[src/rtl/alu_pkg.sv]
// Shared ALU definitions: opcode enum, result width and the golden reference model.
// Imported by both the ALU and its result checker so they agree on encoding.
package alu_pkg;

    localparam int ALU_OPND_W = 4;
    localparam int ALU_RES_W  = 5;

    typedef enum logic [1:0] {
        OP_ADD = 2'b00,
        OP_SUB = 2'b01,
        OP_AND = 2'b10,
        OP_OR  = 2'b11
    } alu_op_t;

    // One in-flight operation as tracked by the checker pipeline.
    typedef struct packed {
        logic                   valid;
        alu_op_t                op;
        logic [ALU_OPND_W-1:0]  a;
        logic [ALU_OPND_W-1:0]  b;
        logic [ALU_RES_W-1:0]   exp;
    } alu_rec_t;

    // Bit 4 is the carry for ADD and the borrow for SUB (mod-32 wrap).
    function automatic logic [ALU_RES_W-1:0] alu_golden(
        input logic [ALU_OPND_W-1:0] a,
        input logic [ALU_OPND_W-1:0] b,
        input alu_op_t               op
    );
        logic [ALU_RES_W-1:0] res;
        case (op)
            OP_ADD:  res = {1'b0, a} + {1'b0, b};
            OP_SUB:  res = {1'b0, a} - {1'b0, b};
            OP_AND:  res = {1'b0, a & b};
            OP_OR:   res = {1'b0, a | b};
            default: res = '0;
        endcase
        return res;
    endfunction

endpackage

[src/rtl/alu_chk_pipe.sv]
// LATENCY-deep shift register of checker records; the tail lines up with the ALU output C.
// Reset discards every in-flight record.
module alu_chk_pipe
    import alu_pkg::*;
#(
    parameter int LATENCY = 1
) (
    input  logic     clk,
    input  logic     rst,
    input  alu_rec_t din,
    output alu_rec_t dout
);

    alu_rec_t stages [LATENCY];

    always_ff @(posedge clk) begin
        if (rst) begin
            for (int i = 0; i < LATENCY; i++) begin
                stages[i] <= '0;
            end
        end else begin
            stages[0] <= din;
            for (int i = 1; i < LATENCY; i++) begin
                stages[i] <= stages[i-1];
            end
        end
    end

    assign dout = stages[LATENCY-1];

endmodule

[config.mk]
export PLATFORM = sky130hd
export DESIGN_NAME = alu_chk_pipe
export DESIGN_NICKNAME = d
export VERILOG_FILES = /design/src/rtl/alu_pkg.sv /design/src/rtl/alu_chk_pipe.sv
export SDC_FILE = /design/constraint.sdc
export NUM_CORES = 1
export LEC_CHECK = 0
export ABC_AREA = 1
export BUFFER_PORTS_ARGS = -buffer_cell sky130_fd_sc_hd__buf_2
export CAP_MARGIN = 30
export CORE_AREA = 10 10 47 49
export DETAILED_ROUTE_END_ITERATION = 12
export DIE_AREA = 0 0 57 59
export PLACE_DENSITY = 0.73
export SLEW_MARGIN = 20
export SYNTH_ARGS = -nofsm -noshare
export SYNTH_HDL_FRONTEND = slang
export SYNTH_SLANG_ARGS = --single-unit
[constraint.sdc]
create_clock -name clk -period 0.8 [get_ports clk]
set_input_delay 0.04 -clock clk [delete_from_list [all_inputs] [get_ports clk]]
set_output_delay 0.04 -clock clk [all_outputs]
set_load 0.05 [all_outputs]
==> results of run 1 <==
==> cell usage after synthesis <==
library cell / n
dfxtp_1: 16
inv_1: 16
nor2_1: 13
nor2_2: 3
buf_6: 1
buf_8: 1
==> through the flow <==
step | util, % | setup slack [ps] | setup TNS, ps | area [sq um]
4_1_cts | 71.07 | -20.07 | -145.1 | 996.0
3_5_place_dp | 45.18 | 200.8 | 0 | 633.1
3_3_place_gp | 45.18 | 221.6 | 0 | 633.1
5_1_grt | 71.07 | -66.05 | -844.7 | 996.0
2_1_floorplan | - | 172.7 | 0 | 474.2
6_report | 71.07 | -6.923 | -13.12 | 996.0
==> worst max-delay path by stage <==
stage | end | slack, ps | cells after the start
finish | dout[10] | -7 | 1
detailed placement | dout[10] | 200 | 1
CTS | dout[4] | -20 | 1
floorplan | dout[0] | 170 | 0
global route | dout[10] | -70 | 1
global placement | dout[12] | 220 | 1
==> power by group through the flow <==
stage | registers [mW] | clock network (mW) | logic [mW]
floorplan | 1.02 | 0 | 0.0546
global placement | 0.864 | 0 | 0.282
detailed placement | 0.866 | 0 | 0.287
CTS | 0.875 | 0.425 | 0.430
global route | 0.880 | 0.498 | 0.457
finish | 0.875 | 0.401 | 0.429
==> what timing repair did <==
action	CTS	global route
hold buffers	16	0
hold endpoints to repair	16	0
gates resized for setup	64	0
endpoints found under the setup margin	16	16
==> area by class of cell <==
class	count	share of cell area (%)
repair buffers	49	48.74
flip-flops and latches	16	34.17
multi-input cells	16	6.784
inverters	16	6.030
clock buffers	3	2.261
well taps	16	2.010
==> metal layers <==
metal  vias up  share of wire [%]
met5         -                  0
met4         0                  0
met3         0                 15
met2        25                 52
met1       205                 33
li1        235                  -
==> cells by family (layout without fill, tap and decap cells) <==
logic type / count (synthesis) / after routing / share of synthesized area [%]
buf+inv: 18 / 68 / 18.21
flops: 16 / 16 / 67.55
simple gates: 16 / 16 / 14.25
==> results.json, run 1 <==
{
  "cpPeakStageDelay_ps": 350,
  "whs_ps": 116.8,
  "nets": 120,
  "gp_congestion": 0.5881,
  "dr_total_vias": 465,
  "use_met3_pct": 7.511,
  "cp_slowest_cell": "dfxtp_2",
  "rsz0062_at_grt": "yes",
  "synth_area_leaders": "dfxtp_1 (68%), inv_1 (13%), nor2_1 (10%)",
  "max_freq_mhz": 1239,
  "ir_drop_uv": 1017,
  "p_seq_share_pct": 51.3,
  "grtUsageMet1_pct": 7.853,
  "path_class": "register to primary output",
  "io_pins": 34,
  "setup_ws_ps": -6.923,
  "p_int_mw": 1.230,
  "drv_cap": 0,
  "yosysTopAreaCell": "dfxtp_1",
  "fin_crit_sh_pct": 100.9,
  "required_ps": 760,
  "antenna_found_initial": 0,
  "period_minus_slack_ps": 806.9,
  "multi_input_area_sq_um": 67.56,
  "grtUsageTotal_pct": 9.226,
  "path_cells": "buf_8",
  "drt_wl_total_mm": 1.388,
  "avgSynthCellArea_sq_um": 9.484,
  "hold_violations": 0,
  "p_sw_share_pct": 27.90,
  "final_max_slew_viol_count": 0,
  "cts_root_buf": "clkbuf_4",
  "power_mw": 1.706,
  "critPathTopFamily": "flip-flops",
  "hold_start": "rst",
  "final_common_cell": "buf_2",
  "ys_ff_latch": 16,
  "grtUsageMet2_pct": 15.50,
  "reg.largest.list": "stages x16",
  "max-slew-margin-rel_pct": 80.11,
  "layout-drive-gt1-share_pct": 55.00,
  "start_util_pct": 33.84,
  "yosysWarnings": 0,
  "via_per_inst": 4.009,
  "critPathLaunchType": "register",
  "ff_latch_area_sq_um": 340.3,
  "min_to": "stages[0][15]$_SDFF_PP0_",
  "yosysTopAreaCellShare_pct": 67.55,
  "dp_hpwl_um": 900,
  "worstSetupStartpoint": "stages[0][10]$_SDFF_PP0_",
  "p_leak_nw": 0.5186,
  "p_comb_share_pct": 25.2,
  "status": "finished with violations",
  "clk_pin_slew_worst_paths_ps": 80,
  "cts_tree": "done",
  "worstPathMaxFanout": 1,
  "synth-seq-area-share_pct": 67.55,
  "final_cell_mix": "buf_2 (17), inv_1 (16), dlygate4sd3_1 (16), buf_8 (16), dfxtp_2 (16)",
  "die-area_sq_um": 3363,
  "fillCellCount": 108,
  "numPortBuffers": 33,
  "violations": "setup timing",
  "syn_area_sq_um": 474.2,
  "worstSetupEndpointType": "primary output",
  "area_growth_pct": 110.0,
  "regMostFlops": "stages",
  "cts_made_buffers": 3,
  "die_w_um": 57,
  "num_rows": 14,
  "grt.overflow.total": 0,
  "switchingPower_uw": 476.0,
  "hold_class": "input pin to register",
  "dr.pass1.iters": 1,
  "largest_reg_flops": 16,
  "wire_per_inst_um": 11.97,
  "die_h_um": 59,
  "netlist_instances": 50,
  "yosysUniqueCellTypes": 6,
  "syn-num-nets": 68,
  "htreeDepth": 1,
  "grt.busiest_layer": "met2",
  "pwr-share-clk_pct": 23.5,
  "tightestPinTransition_ps": 298.4,
  "powerDensity_nw_per_um2": 1713,
  "setup_violations": 3,
  "clock_sinks": 16,
  "arrival_ps": 770,
  "postRouteAntennaNets": 0,
  "dp.cells": 97,
  "antenna_cells": 0,
  "clock_tree.buffer_depth": 2,
  "grt_pass1_wl_mm": 2.428,
  "grt_pass1_vias": 537,
  "drt_iter0_drc": 0,
  "critical_path_buf_inv_count": 1,
  "cts_setup_buffers": 0,
  "drc": 0,
  "grt_max_degree": 17,
  "core-area_sq_um": 1401,
  "hold_depth": 2,
  "finalNonFillerCells": 116
}
(Power assumes the default switching activity.)
==> inputs of run 2 (changes only) <==
--- a/config.mk
+++ b/config.mk
@@ -6,12 +6,14 @@
 export NUM_CORES = 1
 export LEC_CHECK = 0
 export ABC_AREA = 1
-export BUFFER_PORTS_ARGS = -buffer_cell sky130_fd_sc_hd__buf_2
 export CAP_MARGIN = 30
-export CORE_AREA = 10 10 47 49
+export CELL_PAD_IN_SITES_DETAIL_PLACEMENT = 1
+export CELL_PAD_IN_SITES_GLOBAL_PLACEMENT = 2
+export CORE_MARGIN = 10
+export CORE_UTILIZATION = 28
 export DETAILED_ROUTE_END_ITERATION = 12
-export DIE_AREA = 0 0 57 59
-export PLACE_DENSITY = 0.73
+export DONT_BUFFER_PORTS = 1
+export PLACE_DENSITY = 0.7
 export SLEW_MARGIN = 20
 export SYNTH_ARGS = -nofsm -noshare
 export SYNTH_HDL_FRONTEND = slang
==> run 2 against run 1 <==
Compared with the run above:
- the run still ends with setup timing left
- clock power fell by 2%
- first-iteration DRC count did not move
- sequential cell count did not move
- design area fell by 7.3%
- non-clock buffer count fell by 16
- via count fell by 9.5%
- critical endpoint unchanged
==> results.json, run 2 (synthesized netlist as in run 1, its figures left out) <==
{
  "cts_setup_buffers": 0,
  "cp_slowest_cell": "dfxtp_2",
  "rsz0062_at_grt": "yes",
  "postRouteAntennaNets": 0,
  "drt_iter0_drc": 0,
  "die-area_sq_um": 3740,
  "critPathTopFamily": "flip-flops",
  "io_pins": 34,
  "final_max_slew_viol_count": 0,
  "start_util_pct": 30.42,
  "required_ps": 760,
  "wire_per_inst_um": 14.21,
  "pwr-share-clk_pct": 23.6,
  "antenna_cells": 0,
  "antenna_found_initial": 0,
  "setup_violations": 1,
  "clock_sinks": 16,
  "design_area_sq_um": 923.4,
  "p_sw_share_pct": 27.38,
  "path_cells": "buf_8",
  "hold_class": "input pin to register",
  "grt_pass1_vias": 465,
  "period_minus_slack_ps": 802.8,
  "status": "finished with violations",
  "grt_max_degree": 12,
  "grtUsageTotal_pct": 7.970,
  "cts_made_buffers": 3,
  "fin_crit_sh_pct": 100.4,
  "gp_congestion": 0.5717,
  "cts_tree": "done",
  "finalNonFillerCells": 100,
  "die_h_um": 61.16,
  "num_rows": 14,
  "hold_violations": 0,
  "drv_cap": 0,
  "p_comb_share_pct": 23.7,
  "critical_path_buf_inv_count": 1,
  "die_w_um": 61.16,
  "max_freq_mhz": 1246,
  "final_cell_mix": "inv_1 (16), dlygate4sd3_1 (16), buf_8 (16), dfxtp_2 (16), nor2_1 (13)",
  "power_mw": 1.661,
  "cpPeakStageDelay_ps": 350,
  "largest_reg_flops": 16,
  "ir_drop_uv": 1123,
  "dr.pass1.iters": 1,
  "via_per_inst": 4.210,
  "placed_area_sq_um": 588.1,
  "violations": "setup timing",
  "p_seq_share_pct": 52.7,
  "path_class": "register to primary output",
  "whs_ps": 305.0,
  "htreeDepth": 1,
  "max-slew-margin-rel_pct": 71.69,
  "tightestPinTransition_ps": 424.6,
  "worstSetupEndpointType": "primary output",
  "nets": 104,
  "layout-drive-gt1-share_pct": 45.24,
  "clk_pin_slew_worst_paths_ps": 80,
  "p_int_mw": 1.206,
  "regMostFlops": "stages",
  "p_leak_nw": 0.4718,
  "arrival_ps": 760,
  "core-area_sq_um": 1559,
  "powerDensity_nw_per_um2": 1799,
  "area_growth_pct": 94.72,
  "critPathLaunchType": "register",
  "switchingPower_uw": 454.9,
  "dr_total_vias": 421,
  "dp_hpwl_um": 880.3,
  "drc": 0,
  "cts_root_buf": "clkbuf_4",
  "drt_wl_total_mm": 1.421,
  "dp.cells": 80,
  "numPortBuffers": 0,
  "setup_ws_ps": -2.801,
  "clock_tree.buffer_depth": 2,
  "worstPathMaxFanout": 1,
  "grt_pass1_wl_mm": 2.180,
  "grt.overflow.total": 0,
  "reg.largest.list": "stages x16"
}
## run 2: changes by cell type in the layout (fill, tap and decap cells not counted), sizes merged
cell,previous run,this run
buf,33,16
dlymetal6s4s,0,1
## run 2: area by class of cell
class                           instances  area, sq um
Sequential cell                        16        340.3
Multi-Input combinational cell         16        67.56
Tap cell                               16        20.02
Clock buffer                            3        22.52
Timing Repair Buffer                   33        412.9
Inverter                               16        60.06
Fill cell                             166        635.6
## run 2: what timing repair did
action,in CTS,in global routing
hold buffers,17,0
endpoints found under the setup margin,16,27
hold endpoints to repair,16,0
resized for setup,45,4
## run 2: metal layers
layer  track usage [%]  wire, um  up-vias
met5                 0         0        -
met3             3.704       196        0
met2             13.02       740       24
li1                  -         -      202
met1             8.521       484      195
met4             3.909         0        0
## run 2: power by group through the flow
stage / registers, mW / clock network (mW) / logic, mW
5_1_grt: 0.879 / 0.453 / 0.416
6_report: 0.875 / 0.392 / 0.394
2_1_floorplan: 1.02 / 0 / 0.0546
4_1_cts: 0.873 / 0.417 / 0.387
3_5_place_dp: 0.869 / 0 / 0.262
3_3_place_gp: 0.867 / 0 / 0.259
## run 2: per-stage QoR
| stage | setup WS, ps | TNS [ps] | util [%] |
|---|---|---|---|
| after detailed placement | 265.7 | 0 | 37.72 |
| after CTS | -9.416 | -49.90 | 58.35 |
| after global placement | 282.3 | 0 | 37.72 |
| after floorplan | 172.7 | 0 | - |
| after global routing | -34.34 | -364.9 | 59.23 |
| final | -2.801 | -2.801 | 59.23 |
## run 2: path summary, 6_finish.rpt
| path | start | endpoint | slack (ps) | cells past startpoint |
|---|---|---|---|---|
| setup / recovery | stages[0][10]$_SDFF_PP0_ | dout[10] | -3 | 1 |
| hold / removal | rst | stages[0][8]$_SDFF_PP0_ | 310 | 2 |
==> inputs of run 3 (changes only) <==
--- a/config.mk
+++ b/config.mk
@@ -11,6 +11,7 @@
 export CELL_PAD_IN_SITES_GLOBAL_PLACEMENT = 2
 export CORE_MARGIN = 10
 export CORE_UTILIZATION = 28
+export CTS_BUF_LIST = sky130_fd_sc_hd__clkbuf_8 sky130_fd_sc_hd__clkbuf_16
 export DETAILED_ROUTE_END_ITERATION = 12
 export DONT_BUFFER_PORTS = 1
 export PLACE_DENSITY = 0.7
==> run 3 against run 2 <==
Compared with the run above:
- the flow now finishes without violations
- critical path depth unchanged
- final cell count unchanged
- hold slack got worse by 5.7 ps
- global-route usage decreased by 0.76 points
- core utilization decreased by 5.8 points
- wire length decreased by 3.6%
- clock-buffer cell count unchanged
- sequential power decreased by 2%
- via count increased by 0.24%
- sequential cell count unchanged
- design area decreased by 9.8%
- power increased by 6.9%
- critical path type unchanged
- largest cell class unchanged
==> results.json, run 3 (synthesized netlist as in run 1, its figures left out) <==
{
  "area_growth_pct": 75.73,
  "path_cells": "buf_6",
  "drt_iter0_drc": 1,
  "max-slew-margin-rel_pct": 76.04,
  "finalNonFillerCells": 100,
  "arrival_ps": 750,
  "grt_pass1_wl_mm": 2.001,
  "final_max_slew_viol_count": 0,
  "grtUsageMet1_pct": 7.210,
  "use_met3_pct": 4.733,
  "gp_congestion": 0.5717,
  "wire_per_inst_um": 13.70,
  "status": "finished, final reports clean",
  "period_minus_slack_ps": 788.9,
  "worstPathMaxFanout": 1,
  "design_area_sq_um": 833.3,
  "drt_wl_total_mm": 1.370,
  "core-area_sq_um": 1559,
  "htreeDepth": 1,
  "grt.overflow.total": 0,
  "cts_made_buffers": 3,
  "min_to": "stages[0][7]$_SDFF_PP0_",
  "tns_ps": 0,
  "grt_pass1_vias": 449,
  "layout-drive-gt1-share_pct": 27.38,
  "grtUsageTotal_pct": 7.212,
  "antenna_cells": 0,
  "max_freq_mhz": 1268,
  "postRouteAntennaNets": 0,
  "p_leak_nw": 0.4514,
  "dp.cells": 80,
  "cp.depth": 1,
  "io_pins": 34,
  "placed_area_sq_um": 588.1,
  "place_ws_ps": 265.7,
  "setup_ws_ps": 11.06,
  "grt_max_degree": 10,
  "critPathLaunchType": "register",
  "cts_root_buf": "clkbuf_8",
  "reg.largest.list": "stages x16",
  "clock_tree.buffer_depth": 2,
  "dp_hpwl_um": 880.3,
  "hold_start": "rst",
  "dr.pass1.iters": 2,
  "cp_slowest_cell": "dfxtp_1",
  "hold_depth": 2,
  "worstSetupEndpointType": "primary output",
  "path_class": "register to primary output",
  "largest_reg_flops": 16,
  "numPortBuffers": 0,
  "cts_tree": "done",
  "grt.busiest_layer": "met2",
  "hold_violations": 0,
  "num_rows": 14,
  "cpPeakStageDelay_ps": 340,
  "via_per_inst": 4.220,
  "grtUsageMet2_pct": 11.69,
  "clock_sinks": 16,
  "final_util_pct": 53.45,
  "critPathTopFamily": "flip-flops",
  "regMostFlops": "stages",
  "drc": 0,
  "start_util_pct": 30.42,
  "hold_class": "input pin to register",
  "die_w_um": 61.16,
  "required_ps": 760,
  "ir_drop_uv": 856.8,
  "cts_setup_buffers": 0,
  "clk_pin_slew_worst_paths_ps": 60,
  "critical_path_buf_inv_count": 1,
  "final_cell_mix": "inv_1 (16), dlygate4sd3_1 (16), dfxtp_1 (15)",
  "setup_violations": 0,
  "tightestPinTransition_ps": 359.5,
  "fin_crit_sh_pct": 98.62,
  "antenna_found_initial": 0,
  "nets": 104,
  "powerDensity_nw_per_um2": 2131,
  "drv_cap": 0,
  "die_h_um": 61.16,
  "die-area_sq_um": 3740,
  "dr_total_vias": 422
}
## run 3: routing by layer
| metal | vias to the layer above | wire length, um |
|---|---|---|
| li1 | 201 | - |
| met1 | 197 | 458 |
| met2 | 24 | 666 |
| met3 | 0 | 245 |
| met4 | 0 | 0 |
| met5 | - | 0 |
## run 3: how the worst max path moves through the flow
stage                              endpoint  slack, ps               startpoint
detailed placement                  dout[9]        270  stages[0][9]$_SDFF_PP0_
global route                        dout[4]        -10  stages[0][4]$_SDFF_PP0_
CTS                 stages[0][9]$_SDFF_PP0_          6                      rst
global placement                    dout[8]        280  stages[0][8]$_SDFF_PP0_
floorplan                           dout[0]        170  stages[0][0]$_SDFF_PP0_
finish                              dout[4]         10  stages[0][4]$_SDFF_PP0_
## run 3: stage by stage
step | power [mW] | hold WS, ps
3_3_place_gp | 1.126 | 110.6
6_report | 1.776 | 299.4
3_5_place_dp | 1.131 | 111.1
5_1_grt | 1.852 | 354.2
4_1_cts | 1.773 | 402.0
2_1_floorplan | 1.075 | 147.0
## run 3: repair_timing
item                       4_1_cts  5_1_grt
hold buffers                    17        0
resized for setup                1        9
hold endpoints to repair        16        0
setup endpoints to repair        1       17
pin swaps                        0        0
## run 3: layout make-up
| cell class | instances | area, sq um |
|---|---|---|
| fill | 171 | 725.7 |
| timing repair buffer | 33 | 322.8 |
| sequential | 16 | 321.6 |
| multi-input combinational | 16 | 67.56 |
| inverter | 16 | 60.06 |
| clock buffer | 3 | 41.29 |
| tap | 16 | 20.02 |
## run 3: power by group
group | switching (mW) | internal (mW) | total [mW]
Sequential | 0.0152 | 0.841 | 0.856
Clock | 0.241 | 0.332 | 0.573
Combinational | 0.208 | 0.139 | 0.347
